$ cat src/rtl/div_pkg.sv
// div_pkg: shared definitions for the sequential divider slice.
//   DIV_WIDTH     default operand width
//   DIV_ITERS     restoring iterations per divide (one per operand bit)
//   HI_MSB/LO_MSB bit positions of the remainder (HI) and quotient (LO)
//                 fields inside result_o = {remainder, quotient}
//   div_state_t   sequencer state encoding
package div_pkg;

  localparam int DIV_WIDTH = 32;
  localparam int DIV_ITERS = DIV_WIDTH;
  localparam int HI_MSB    = 2 * DIV_WIDTH - 1;
  localparam int LO_MSB    = DIV_WIDTH - 1;

  typedef enum logic [1:0] {
    IDLE    = 2'd0,
    DIVZERO = 2'd1,
    ON      = 2'd2,
    END     = 2'd3
  } div_state_t;

endpackage

$ cat src/rtl/div_seq_ctrl_if.sv
// div_seq_ctrl_if: request/result bundle between the EX stage and the
// sequential divider.
//   master (EX stage): drives start_i, signed_i, dividend_i, divisor_i,
//                      cancel_i; receives stall_o, busy_o, ready_o, result_o
//   slave  (divider) : the mirror image
interface div_seq_ctrl_if
  import div_pkg::*;
#(
  parameter int WIDTH = DIV_WIDTH
);

  logic                 start_i;
  logic                 signed_i;
  logic [WIDTH-1:0]     dividend_i;
  logic [WIDTH-1:0]     divisor_i;
  logic                 cancel_i;
  logic                 stall_o;
  logic                 busy_o;
  logic                 ready_o;
  logic [2*WIDTH-1:0]   result_o;

  modport master (
    output start_i, signed_i, dividend_i, divisor_i, cancel_i,
    input  stall_o, busy_o, ready_o, result_o
  );

  modport slave (
    input  start_i, signed_i, dividend_i, divisor_i, cancel_i,
    output stall_o, busy_o, ready_o, result_o
  );

endinterface

$ cat src/rtl/div_seq_ctrl_step.sv
// div_step: one combinational restoring-division iteration.
//   i_rem     partial remainder, WIDTH+1 bits
//   i_quo     dividend bits still to be consumed / quotient bits produced
//   i_divisor divisor magnitude
//   o_rem     next partial remainder
//   o_quo     next quotient/dividend register
module div_step
  import div_pkg::*;
#(
  parameter int WIDTH = DIV_WIDTH
) (
  input  logic [WIDTH:0]   i_rem,
  input  logic [WIDTH-1:0] i_quo,
  input  logic [WIDTH-1:0] i_divisor,
  output logic [WIDTH:0]   o_rem,
  output logic [WIDTH-1:0] o_quo
);

  logic [WIDTH:0]   w_rem_sh;
  logic [WIDTH+1:0] w_trial;
  logic             w_neg;
  logic             w_unused;

  // The remainder is always below the divisor between steps, so its top
  // bit is zero on entry; only WIDTH bits shift up, plus the next dividend bit.
  assign w_unused = i_rem[WIDTH];
  assign w_rem_sh = {i_rem[WIDTH-1:0], i_quo[WIDTH-1]};
  // One extra bit so the borrow shows up as the sign of the trial result.
  assign w_trial  = {1'b0, w_rem_sh} - {2'b00, i_divisor};
  assign w_neg    = w_trial[WIDTH+1];

  assign o_rem = w_neg ? w_rem_sh : w_trial[WIDTH:0];
  assign o_quo = {i_quo[WIDTH-2:0], ~w_neg};

endmodule

$ cat src/rtl/div_seq_ctrl.sv
// div_seq_ctrl: multi-cycle DIV/DIVU sequencer behind the EX stage.
// Runs a WIDTH-iteration restoring division on operand magnitudes, fixes
// up signs at the end and presents {remainder, quotient} with a one-cycle
// ready pulse while holding the pipeline stalled.
//   clk  rising-edge clock
//   rst  synchronous active-high reset, overrides everything
//   bus  div_seq_ctrl_if.slave: start/signed/dividend/divisor/cancel in,
//        stall/busy/ready/result out
module div_seq_ctrl
  import div_pkg::*;
#(
  parameter int WIDTH = DIV_WIDTH
) (
  input logic           clk,
  input logic           rst,
  div_seq_ctrl_if.slave bus
);

  localparam int CW = (WIDTH > 1) ? $clog2(WIDTH) : 1;
  localparam logic [CW-1:0] LAST_CNT = CW'(WIDTH - 1);

  div_state_t         r_state;
  logic [CW-1:0]      r_cnt;
  logic [WIDTH:0]     r_rem;
  logic [WIDTH-1:0]   r_quo;
  logic [WIDTH-1:0]   r_dvsr;
  logic               r_neg_q;
  logic               r_neg_r;
  logic               r_ready;
  logic [2*WIDTH-1:0] r_result;

  logic               w_accept;
  logic               w_a_neg;
  logic               w_b_neg;
  logic [WIDTH-1:0]   w_a_mag;
  logic [WIDTH-1:0]   w_b_mag;
  logic [WIDTH:0]     w_step_rem;
  logic [WIDTH-1:0]   w_step_quo;
  logic [WIDTH-1:0]   w_quo_fin;
  logic [WIDTH-1:0]   w_rem_fin;

  assign w_accept = (r_state == IDLE) && bus.start_i && !bus.cancel_i;
  assign w_a_neg  = bus.signed_i && bus.dividend_i[WIDTH-1];
  assign w_b_neg  = bus.signed_i && bus.divisor_i[WIDTH-1];
  // Negating the most negative value wraps to itself, which is exactly its
  // unsigned magnitude.
  assign w_a_mag  = w_a_neg ? -bus.dividend_i : bus.dividend_i;
  assign w_b_mag  = w_b_neg ? -bus.divisor_i  : bus.divisor_i;

  div_step #(.WIDTH(WIDTH)) u_step (
    .i_rem     (r_rem),
    .i_quo     (r_quo),
    .i_divisor (r_dvsr),
    .o_rem     (w_step_rem),
    .o_quo     (w_step_quo)
  );

  // Sign fix-up applied to the final iteration's output so the result is
  // registered on the same edge the sequencer enters END.
  assign w_quo_fin = r_neg_q ? -w_step_quo : w_step_quo;
  assign w_rem_fin = r_neg_r ? -w_step_rem[WIDTH-1:0] : w_step_rem[WIDTH-1:0];

  always_ff @(posedge clk) begin
    if (rst) begin
      r_state  <= IDLE;
      r_cnt    <= '0;
      r_rem    <= '0;
      r_quo    <= '0;
      r_dvsr   <= '0;
      r_neg_q  <= 1'b0;
      r_neg_r  <= 1'b0;
      r_ready  <= 1'b0;
      r_result <= '0;
    end else begin
      r_ready  <= 1'b0;
      r_result <= '0;
      case (r_state)
        IDLE: begin
          if (w_accept) begin
            r_cnt <= '0;
            if (bus.divisor_i == '0) begin
              // Divide-by-zero result is staged in the working registers:
              // raw dividend as remainder, all-ones quotient.
              r_state <= DIVZERO;
              r_rem   <= {1'b0, bus.dividend_i};
              r_quo   <= '1;
              r_neg_q <= 1'b0;
              r_neg_r <= 1'b0;
            end else begin
              r_state <= ON;
              r_rem   <= '0;
              r_quo   <= w_a_mag;
              r_dvsr  <= w_b_mag;
              r_neg_q <= w_a_neg ^ w_b_neg;
              r_neg_r <= w_a_neg;
            end
          end
        end
        ON: begin
          if (bus.cancel_i) begin
            r_state <= IDLE;
          end else begin
            r_rem <= w_step_rem;
            r_quo <= w_step_quo;
            if (r_cnt == LAST_CNT) begin
              r_state  <= END;
              r_cnt    <= '0;
              r_ready  <= 1'b1;
              r_result <= {w_rem_fin, w_quo_fin};
            end else begin
              r_cnt <= r_cnt + 1'b1;
            end
          end
        end
        DIVZERO: begin
          if (bus.cancel_i) begin
            r_state <= IDLE;
          end else begin
            r_state  <= END;
            r_ready  <= 1'b1;
            r_result <= {r_rem[WIDTH-1:0], r_quo};
          end
        end
        END: begin
          r_state <= IDLE;
        end
        default: begin
          r_state <= IDLE;
        end
      endcase
    end
  end

  // Stall is combinational so the requesting instruction is held in the
  // very cycle its start is accepted, and released the cycle cancel arrives.
  assign bus.stall_o  = w_accept ||
                        (!bus.cancel_i && ((r_state == ON) || (r_state == DIVZERO)));
  assign bus.busy_o   = (r_state != IDLE);
  assign bus.ready_o  = r_ready;
  assign bus.result_o = r_result;

endmodule

$ cat src/flat_wrapper.sv
// flat-port wrapper written by rule: the top's interface ports become plain ports
module div_seq_ctrl_flat import div_pkg::*;
#(
  parameter int WIDTH = DIV_WIDTH
)
  (clk, rst, bus_start_i, bus_signed_i, bus_dividend_i, bus_divisor_i, bus_cancel_i, bus_stall_o, bus_busy_o, bus_ready_o, bus_result_o);
  div_seq_ctrl_if #(.WIDTH(WIDTH)) bus_i ();
  input logic clk;
  input logic rst;
  input wire logic [$bits(bus_i.start_i)-1:0] bus_start_i;
  input wire logic [$bits(bus_i.signed_i)-1:0] bus_signed_i;
  input wire logic [$bits(bus_i.dividend_i)-1:0] bus_dividend_i;
  input wire logic [$bits(bus_i.divisor_i)-1:0] bus_divisor_i;
  input wire logic [$bits(bus_i.cancel_i)-1:0] bus_cancel_i;
  output wire logic [$bits(bus_i.stall_o)-1:0] bus_stall_o;
  output wire logic [$bits(bus_i.busy_o)-1:0] bus_busy_o;
  output wire logic [$bits(bus_i.ready_o)-1:0] bus_ready_o;
  output wire logic [$bits(bus_i.result_o)-1:0] bus_result_o;
  assign bus_i.start_i = bus_start_i;
  assign bus_i.signed_i = bus_signed_i;
  assign bus_i.dividend_i = bus_dividend_i;
  assign bus_i.divisor_i = bus_divisor_i;
  assign bus_i.cancel_i = bus_cancel_i;
  assign bus_stall_o = bus_i.stall_o;
  assign bus_busy_o = bus_i.busy_o;
  assign bus_ready_o = bus_i.ready_o;
  assign bus_result_o = bus_i.result_o;
  div_seq_ctrl #(.WIDTH(WIDTH)) u_core (.clk(clk), .rst(rst), .bus(bus_i));
endmodule
$ cat config.mk
export PLATFORM = sky130hd
export DESIGN_NAME = div_seq_ctrl_flat
export DESIGN_NICKNAME = d
export VERILOG_FILES = /design/src/rtl/div_pkg.sv /design/src/rtl/div_seq_ctrl_if.sv /design/src/rtl/div_seq_ctrl_step.sv /design/src/rtl/div_seq_ctrl.sv /design/src/flat_wrapper.sv
export SDC_FILE = /design/constraint.sdc
export NUM_CORES = 1
export LEC_CHECK = 0
export BUFFER_PORTS_ARGS = -buffer_cell sky130_fd_sc_hd__buf_2
export CORE_ASPECT_RATIO = 0.7
export CORE_UTILIZATION = 49
export DETAILED_ROUTE_END_ITERATION = 8
export GPL_ROUTABILITY_DRIVEN = 0
export HOLD_SLACK_MARGIN = 0.06
export PLACE_DENSITY_LB_ADDON = 0.05
export SYNTH_ARGS = -nofsm -noshare
export SYNTH_HDL_FRONTEND = slang
export SYNTH_SLANG_ARGS = --single-unit
$ cat constraint.sdc
create_clock -name clk -period 8.2 [get_ports clk]
set_input_delay 1.64 -clock clk [delete_from_list [all_inputs] [get_ports clk]]
set_output_delay 1.64 -clock clk [all_outputs]
set_load 0.03 [all_outputs]
==> out/results.md <==
| Metric | Reported | Unit |
|---|---|---|
| TritonRoute pass-1 iters | 6 | - |
| Sort of element at the end of the critical path | flop | - |
| Pin count of the biggest net entering global routing | 94 | - |
| Final min period | 5.35 | ns |
| Worst-skew pair later-pin latency | 0.45 | ns |
| CP max stage delay | 0.59 | ns |
| Number of cells in the design after placement | 1997 | - |
| Post-route clock skew | 0.0113 | ns |
| Final layout net count | 1810 | - |
| Register-to-register setup slack | 2.85 | ns |
| DIE AREA | 25200 | um^2 |
| CP max-delay cell | sky130_fd_sc_hd__o41ai_1 | - |
| HPWL after detailed placement | 28.5 | mm |
| Total leakage power | 5.18 | nW |
| Arr. time, crit path | 5.68 | ns |
| Cell internal pwr | 2.64 | mW |
| Wire length per cell after detailed routing | 19.1 | um |
| Number of buffers created by CTS | 17 | - |
| Area share of the leading cell type in the synthesized netlist | 0.283 | - |
| Max VDD drop | 0.264 | mV |
| Most area-consuming cells after synthesis | sky130_fd_sc_hd__dfxtp_1 (28%), sky130_fd_sc_hd__nor2_1 (7.0%), sky130_fd_sc_hd__xnor2_1 (6.3%) | - |
| Initial core utilization | 0.504 | - |
| Unrepaired setup endpoints after global routing | no | - |
| Syn. warnings | 0 | - |
| First-pass GRT wire length | 61.2 | mm |
| Period utilization | 0.653 | - |
| Post-route setup TNS | 0 | ns |
| Antenna violations before repair | 2 | - |
| Power Total | 5.44 | mW |
| Remaining global-route overflow | 0 | - |
| Maximum Capacitance Violations | 0 | - |
| EDFF count, synth | 0 | - |
| Transition time at the pin with the least slew margin | 1.20 | ns |
| TritonCTS clock tree | built | - |
| Count of mapped cells out of synthesis | 1633 | - |
| Count of H-tree levels built during CTS | 4 | - |
| Utilization of the core after routing | 0.564 | - |
| Number of I/O pins | 136 | - |
| Commonest cells after routing, fill and taps aside | sky130_fd_sc_hd__nor2_1 (224), sky130_fd_sc_hd__dfxtp_1 (170), sky130_fd_sc_hd__nand2_1 (153) | - |
| Register share of total power | 0.198 | - |
| Std-Cell Core Area | 23900 | um^2 |
| Final count of hold timing violations | 0 | - |
| Die width | 189 | um |
| Clock sink count | 170 | - |
| Worst endpoint required time | 8.52 | ns |
| Vias in the first global route | 10900 | - |
| Post-synth net total | 1745 | - |
| Area leader, netlist | sky130_fd_sc_hd__dfxtp_1 | - |
| Status | completed | - |
| Combinational share of power | 0.644 | - |
| Setup repair bufs after CTS | 0 | - |
| Post-cts hold buffer count | 0 | - |
| Most used flip-flop cell after synthesis | sky130_fd_sc_hd__dfxtp_1 | - |
| Post-synthesis average cell area | 7.37 | um^2 |
| Core Rows | 47 | - |
| Switching power summed over all nets | 2.80 | mW |
| CP dominant cell by count | sky130_fd_sc_hd__nand2_1 | - |
| Area growth, synth to finish | 11.7 | % |
| Max Transition Viols Final | 0 | - |
| DR DRC count | 0 | - |
| WHS | 0.452 | ns |
| Min-delay worst type | flop to flop | - |
| Clock tree root buffer cell | sky130_fd_sc_hd__clkbuf_16 | - |
| Critical path type | flop to flop | - |
| Most common cell after layout, fill and taps aside | sky130_fd_sc_hd__nor2_1 | - |
| Max Freq | 187 | MHz |
| Aggregate routed wire length | 38.9 | mm |
| Vias per cell | 6.16 | - |
| Antenna-violating nets left | 0 | - |
| Max-Slew Margin vs Limit | 0.193 | - |
| Critical-path maximum fanout | 50 | - |
| Number of I/O port buffers | 135 | - |
| Netlist cell types | 81 | - |
| Share of power burned in the clock network | 0.158 | - |
| Area of the mapped netlist | 12000 | um^2 |
| Number of vias in the routed layout | 12500 | - |
| Share of total power consumed by net switching | 0.515 | - |
| Global-route usage over all layers | 0.308 | - |
| Ordered cell list for the critical path | ha_1, a21oi_1, o211ai_1, nand2_1, a2111oi_4, or2_2, buf_4, nand2_1, o21ai_0, ha_1, nand2_1, nor2_1, nand3_1, o21ai_0, nand3b_1, o41ai_1, xnor2_1, o21ai_1 | - |
| Buffers from clock root to sink, at most | 2 | - |
| Synth Register Bits | 170 | - |
| Proportion of layout cells with a drive suffix above 1 | 0.129 | - |
| Share of flip-flops with an asynchronous set or reset | 0 | - |
| Final setup violation count | 0 | - |
| Startpoint type of the worst setup path | flop | - |
| Clock-pin slew on the worst setup and hold paths | 0.07 | ns |
| Post-layout instance count excluding filler cells | 2031 | - |
| Filler cells | 2348 | - |
| Detailed router's first-iteration violation count | 1358 | - |
| Sequential cell area fraction in the yosys report | 0.283 | - |
| Power per cell area | 405 | nW/um^2 |
| Die H | 133 | um |
| PostCTS Resize Cnt | 0 | - |
## kinds of logic (layout without fill, tap and decap cells)
| logic type | Yosys count | count (layout) | synth area share |
|---|---|---|---|
| compound gates | 475 | 475 | 0.266 |
| xor+xnor | 128 | 128 | 0.0931 |
| fa+ha+maj | 43 | 43 | 0.0453 |
| buf+inv | 189 | 267 | 0.0612 |
| flops | 170 | 170 | 0.283 |
| mux | 17 | 17 | 0.0142 |
| other cells | 0 | 2 | 0 |
| simple gates | 611 | 611 | 0.237 |
## power by group through the flow
stage	clock network (mW)	logic (mW)	registers [mW]
floorplan	0	2.66	1.04
global placement	0	3.37	1.09
detailed placement	0	3.39	1.09
CTS	0.867	3.43	1.07
global route	0.902	3.84	1.09
finish	0.858	3.51	1.08
## critical path: cells and delay by family, from the launching register on
family | cells | cell delay [ns]
flip-flops | 1 | 0.36
XOR/XNOR | 1 | 0.19
AND/OR/NAND/NOR | 7 | 1.29
buffers and inverters | 1 | 0.52
AO/OA/AOI/OAI | 7 | 2.03
adder cells (fa/ha/maj) | 2 | 0.81
## through the flow
| stage | setup slack (ns) | cell area, um^2 |
|---|---|---|
| after floorplan | 3.73 | 12000 |
| after global placement | 2.77 | 12800 |
| after detailed placement | 2.51 | 12800 |
| after CTS | 2.99 | 13400 |
| after global routing | 2.55 | 13400 |
| final | 2.85 | 13500 |
## cells in the mapped netlist, drive strengths merged (7+ instances only)
master	instances
o31ai	24
ha	42
nand2b	19
o41ai	16
clkbuf	87
nor4	23
a22oi	37
or2	12
a21o	11
a31oi	12
a311oi	8
or3	18
nand3	31
nor2b	10
nor3	60
nand2	153
inv	82
buf	20
or4	12
xnor2	87
mux2i	16
nor2	225
a221oi	34
and2	11
o21a	9
o211ai	10
and3	10
dfxtp	170
a211oi	46
a21oi	120
nor3b	7
o21ai	101
xor2	41
## final timing paths
check	from	endpoint	cells past startpoint
worst max-delay path	u_core.r_rem[9]	u_core.bus.result_o[58]	18
worst min-delay path	u_core.r_dvsr[22]	u_core.r_dvsr[22]	2
worst max register to register	u_core.r_rem[9]	u_core.bus.result_o[58]	18
worst min register to register	u_core.r_dvsr[22]	u_core.r_dvsr[22]	2
## registers in the layout, summed over array words and instances (netlist names)
signal,cells
u_core.bus.ready_o,1
u_core.r_cnt,5
u_core.r_quo,32
u_core.r_state,2
u_core.r_neg_q,1
u_core.r_neg_r,1
u_core.bus.result_o,64
u_core.r_dvsr,32
u_core.r_rem,32
## area by class of cell
| type | count | area (um^2) | area share |
|---|---|---|---|
| multi-input cells | 1274 | 7920 | 0.589 |
| flip-flops and latches | 170 | 3400 | 0.253 |
| repair buffers | 153 | 813 | 0.0604 |
| clock buffers | 22 | 464 | 0.0345 |
| well taps | 318 | 398 | 0.0296 |
| inverters | 82 | 310 | 0.0231 |
| clock inverters | 10 | 141 | 0.0105 |
| diodes | 2 | 5.00 | 0.000372 |
## routing by layer
layer  track usage  wire (um)
met5             0          0
met4        0.0766        596
met3        0.0595       3630
met2         0.422      15600
met1         0.483      19000
(Power assumes the default switching activity.)
